## src/rtl/regfile_wb_arbiter.sv

```systemverilog
// Two-requester register-file writeback arbiter. A (pipeline) normally wins over B (multi-cycle unit).
// Define WB_AGING_EN to add B starvation protection (age counter and FORCE_B state).
module regfile_wb_arbiter #(
  parameter int unsigned AGE_LIMIT = 4
) (
  input  logic        clk,
  input  logic        rst,
  input  logic        a_valid,
  input  logic [4:0]  a_addr,
  input  logic [31:0] a_data,
  output logic        a_ready,
  input  logic        b_valid,
  input  logic [4:0]  b_addr,
  input  logic [31:0] b_data,
  output logic        b_ready,
  output logic        wr_en,
  output logic [4:0]  wr_addr,
  output logic [31:0] wr_data,
  output logic        force_b
);

  // Handshake: a transfer happens in a cycle where valid && ready; the requester holds
  // valid/addr/data stable until then, and ready is never 1 without the matching valid.
  logic w_grant_a;
  logic w_grant_b;

  logic        r_wr_en;
  logic [4:0]  r_wr_addr;
  logic [31:0] r_wr_data;

`ifdef WB_AGING_EN
  localparam logic [0:0] S_NORMAL  = 1'b0;
  localparam logic [0:0] S_FORCE_B = 1'b1;
  localparam logic [3:0] LIMIT     = 4'(AGE_LIMIT);

  logic [0:0] r_state;
  logic [0:0] w_state_nxt;
  logic [3:0] r_age;
  logic [3:0] w_age_nxt;

  always_comb begin
    w_grant_a = 1'b0;
    w_grant_b = 1'b0;
    if (!rst) begin
      if (r_state == S_FORCE_B && b_valid) begin
        w_grant_b = 1'b1;
      end else if (a_valid) begin
        w_grant_a = 1'b1;
      end else if (b_valid) begin
        w_grant_b = 1'b1;
      end
    end
  end

  // Age counts consecutive stalled cycles of B and saturates at the limit.
  always_comb begin
    w_age_nxt = 4'd0;
    if (b_valid && !w_grant_b) begin
      w_age_nxt = (r_age >= LIMIT) ? LIMIT : r_age + 4'd1;
    end
  end

  always_comb begin
    w_state_nxt = r_state;
    case (r_state)
      S_NORMAL:  if (w_age_nxt == LIMIT) w_state_nxt = S_FORCE_B;
      S_FORCE_B: if (w_grant_b || !b_valid) w_state_nxt = S_NORMAL;
      default:   w_state_nxt = S_NORMAL;
    endcase
  end

  always_ff @(posedge clk) begin
    if (rst) begin
      r_state <= S_NORMAL;
      r_age   <= 4'd0;
    end else begin
      r_state <= w_state_nxt;
      r_age   <= w_age_nxt;
    end
  end

  assign force_b = (r_state == S_FORCE_B);
`else
  logic w_unused_age_limit;

  always_comb begin
    w_grant_a = 1'b0;
    w_grant_b = 1'b0;
    if (!rst) begin
      if (a_valid) begin
        w_grant_a = 1'b1;
      end else if (b_valid) begin
        w_grant_b = 1'b1;
      end
    end
  end

  assign w_unused_age_limit = (AGE_LIMIT != 0);
  assign force_b = 1'b0;
`endif

  assign a_ready = w_grant_a;
  assign b_ready = w_grant_b;

  // Writes to register 0 are consumed but never reach the register file.
  always_ff @(posedge clk) begin
    if (rst) begin
      r_wr_en   <= 1'b0;
      r_wr_addr <= 5'd0;
      r_wr_data <= 32'd0;
    end else begin
      r_wr_en <= 1'b0;
      if (w_grant_a && a_addr != 5'd0) begin
        r_wr_en   <= 1'b1;
        r_wr_addr <= a_addr;
        r_wr_data <= a_data;
      end else if (w_grant_b && b_addr != 5'd0) begin
        r_wr_en   <= 1'b1;
        r_wr_addr <= b_addr;
        r_wr_data <= b_data;
      end
    end
  end

  assign wr_en   = r_wr_en;
  assign wr_addr = r_wr_addr;
  assign wr_data = r_wr_data;

endmodule
```

## config.mk

```make
export PLATFORM = sky130hd
export DESIGN_NAME = regfile_wb_arbiter
export DESIGN_NICKNAME = d
export VERILOG_FILES = /design/src/rtl/regfile_wb_arbiter.sv
export SDC_FILE = /design/constraint.sdc
export NUM_CORES = 1
export LEC_CHECK = 0
export BUFFER_PORTS_ARGS = -buffer_cell sky130_fd_sc_hd__buf_2
export CAP_MARGIN = 20
export CORE_UTILIZATION = 47
export CTS_CLUSTER_DIAMETER = 80
export DETAILED_ROUTE_END_ITERATION = 12
export HOLD_SLACK_MARGIN = 0.1
export PLACE_DENSITY_LB_ADDON = 0.12
export SYNTH_ARGS = -nofsm -noshare
export SYNTH_HDL_FRONTEND = slang
export SYNTH_SLANG_ARGS = --single-unit
```

## constraint.sdc

```tcl
create_clock -name clk -period 3.01 [get_ports clk]
set_clock_uncertainty 0.15 [all_clocks]
set_input_delay 0.4515 -clock clk [delete_from_list [all_inputs] [get_ports clk]]
set_output_delay 0.4515 -clock clk [all_outputs]
set_load 0.01 [all_outputs]
```

==> run summary <==
Status -> completed
Cell variety after synth -> 25
Number of buffers created by CTS -> 5
Combinational group share of total power -> 22.5%
Fin crit period -> 2.227 ns
Die Area -> 4590 µm²
Seq/Total Area, Yosys -> 37.44%
Post-CTS Hold Fix Bufs -> 0
Syn Inst Count -> 214
Worst Max-Slew Pin Slew -> 1.064 ns
Post-DP HPWL -> 3386 µm
# Post-CTS Setup Buffers -> 0
CORE AREA -> 4086 µm²
Antenna Nets Post-Route -> 0
Drt first pass iters -> 4
Iter 0 DRT Violations -> 99
Total GRT Usage -> 22.36%
Clock network latency to the later pin of the worst-skew pair -> 0.28 ns
Switching Power -> 330.0 µW
FF+latch count, synth -> 38
Top delay family on crit path -> compound AO/OA/AOI/OAI gates
Clk buf depth -> 2
Final Net Count -> 400
PostCTS Resize Cnt -> 0
Syn nets -> 292
Mapped cell area -> 2032 µm²
RSZ-0062 raised after global routing -> no
Switching share of power -> 28.18%
Number of global-route vias before repair -> 1802
Clk pwr share -> 30.4%
Setup CP Type -> in -> reg
Critical Path End Type -> register
Initial antenna violation count -> 0
CP Max Fanout -> 34
Drt wl/cell -> 12.99 µm
Commonest non-fill, non-tap cell in the layout -> buf_2
Arrival time worst endpoint -> 2.27 ns
Type of the worst min-delay path -> in -> reg
Post-Synthesis Mean Instance Area -> 9.495 µm²
Die X -> 67.75 µm
Clock sink total -> 38
IO Pins -> 119
Crit-path max cell delay -> 0.90 ns
Final setup vio count -> 0
Buffers and inverters on the worst path -> 1
Share of layout cells above drive strength 1 -> 59.75%
Share of total power in sequential cells -> 47.2%
Leakage -> 1.162 nW
DRC errors left -> 0
CTS tree -> built
Total gr overflow -> 0
Area delta synth->final -> 29.06%
VDD IR max -> 0.0002866 V
Diode count -> 0
Internal power -> 841.0 µW
CTS H-tree lvls -> 2
Vias per cell -> 5.142
Largest net degree at the start of global routing -> 38
Fmax -> 449.1 MHz
PortBufs -> 117
Slowest CP cell -> o21a_2
Worst Path Required -> 3.06 ns
Die Y -> 67.75 µm
Via count of the routed design -> 1918
YS warnings -> 0
PwrDens -> 446.5 nW/µm²
Final max-slew violation count -> 0
Slew headroom -> 29.07%
WL final -> 4845 µm
Max-cap violations -> 0
Most frequent cells in the layout -> 117 x buf_2, 38 x dfxtp_1, 35 x nand2_1, 34 x nor2_1, 30 x a21oi_2
Final hold vios -> 0
GP Congestion -> 0.7234
Setup TNS -> 0 ns
Final core utilization -> 64.18%
Period utilization -> 73.98%
Root buffer cell -> clkbuf_8
First-pass GRT wire length -> 7721 µm
Clock-pin slew on the worst setup and hold paths -> 0.07 ns
Site Rows -> 23
Crit start category -> input pin
Cells along the critical path -> buf_2 -> nor3b_4 -> o21a_2 -> a21oi_1 -> a211oi_1
Initial Util -> 49.72%
[worst register-to-register path, stage by stage (launching register included)]
cell and delay, ns:
dfxtp_1 0.32, a221oi_1 0.26, nor3_1 0.09
[cell type report]
cell class	instances	area [µm²]
clock buffers	7	86.33
multi-input cells	156	1092
well taps	50	62.56
flip-flops and latches	38	760.7
clock inverters	1	5.005
repair buffers	121	615.6
fillers	380	1464
[cells in the mapped netlist, drive strengths merged]
cell | instances | share of area [%]
dfxtp | 38 | 37
nand2 | 35 | 6.5
a211oi | 34 | 19
nor2 | 34 | 6.3
a21oi | 33 | 14
buf | 17 | 8.4
o21ai | 5 | 2.0
nor3 | 4 | 0.99
clkbuf | 3 | 0.55
a221oi | 2 | 0.86
o21a | 2 | 0.74
or4 | 2 | 1.1
a22oi | 1 | 0.37
and2b | 1 | 0.37
conb | 1 | 0.18
nand3 | 1 | 0.25
nor3b | 1 | 0.92
[power by group through the flow]
stage	combinational, mW	clock, mW	sequential (mW)
6_report	0.263	0.355	0.553
3_5_place_dp	0.265	0	0.564
3_3_place_gp	0.263	0	0.564
5_1_grt	0.291	0.386	0.557
4_1_cts	0.266	0.367	0.553
2_1_floorplan	0.149	0	0.582
[registers in the layout (all words and copies together), names as in the netlist]
register  count
wr_en         1
wr_addr       5
wr_data      32
[layer usage]
| layer | track usage (%) | share of wire (%) |
|---|---|---|
| met1 | 26.46 | 44 |
| met2 | 37.87 | 47 |
| met3 | 7.095 | 7.7 |
| met4 | 7.181 | 1.3 |
| met5 | 0 | 0 |
[stage by stage]
step	hold slack (ns)	area [µm²]	std cells	worst slack (ns)	total power, mW
2_1_floorplan	0.3312	2032	214	1.076	0.7309
3_3_place_gp	0.2978	2531	365	0.5548	0.8273
3_5_place_dp	0.2992	2531	365	0.4815	0.8296
4_1_cts	0.2927	2623	373	0.7810	1.186
5_1_grt	0.2961	2623	373	0.6544	1.234
6_report	0.2960	2623	373	0.7831	1.171
[final timing paths]
path	startpoint	to	slack (ns)	cells after the start
worst max-delay path	a_valid	wr_data[25]	0.78	5
worst min-delay path	a_addr[1]	wr_addr[1]	0.30	3
worst max register to register	wr_addr[3]	wr_addr[3]	2.05	2
worst min register to register	wr_data[27]	wr_data[27]	0.31	2
[cell families (layout without fill, tap and decap cells)]
logic type | after synthesis | count (layout) | synth area share [%]
simple gates | 78 | 78 | 16.38
compound gates | 77 | 77 | 37.07
flops | 38 | 38 | 37.44
buf+inv | 20 | 129 | 8.928
other cells | 1 | 1 | 0.1846
No activity file was read; power rests on OpenSTA's default activity.
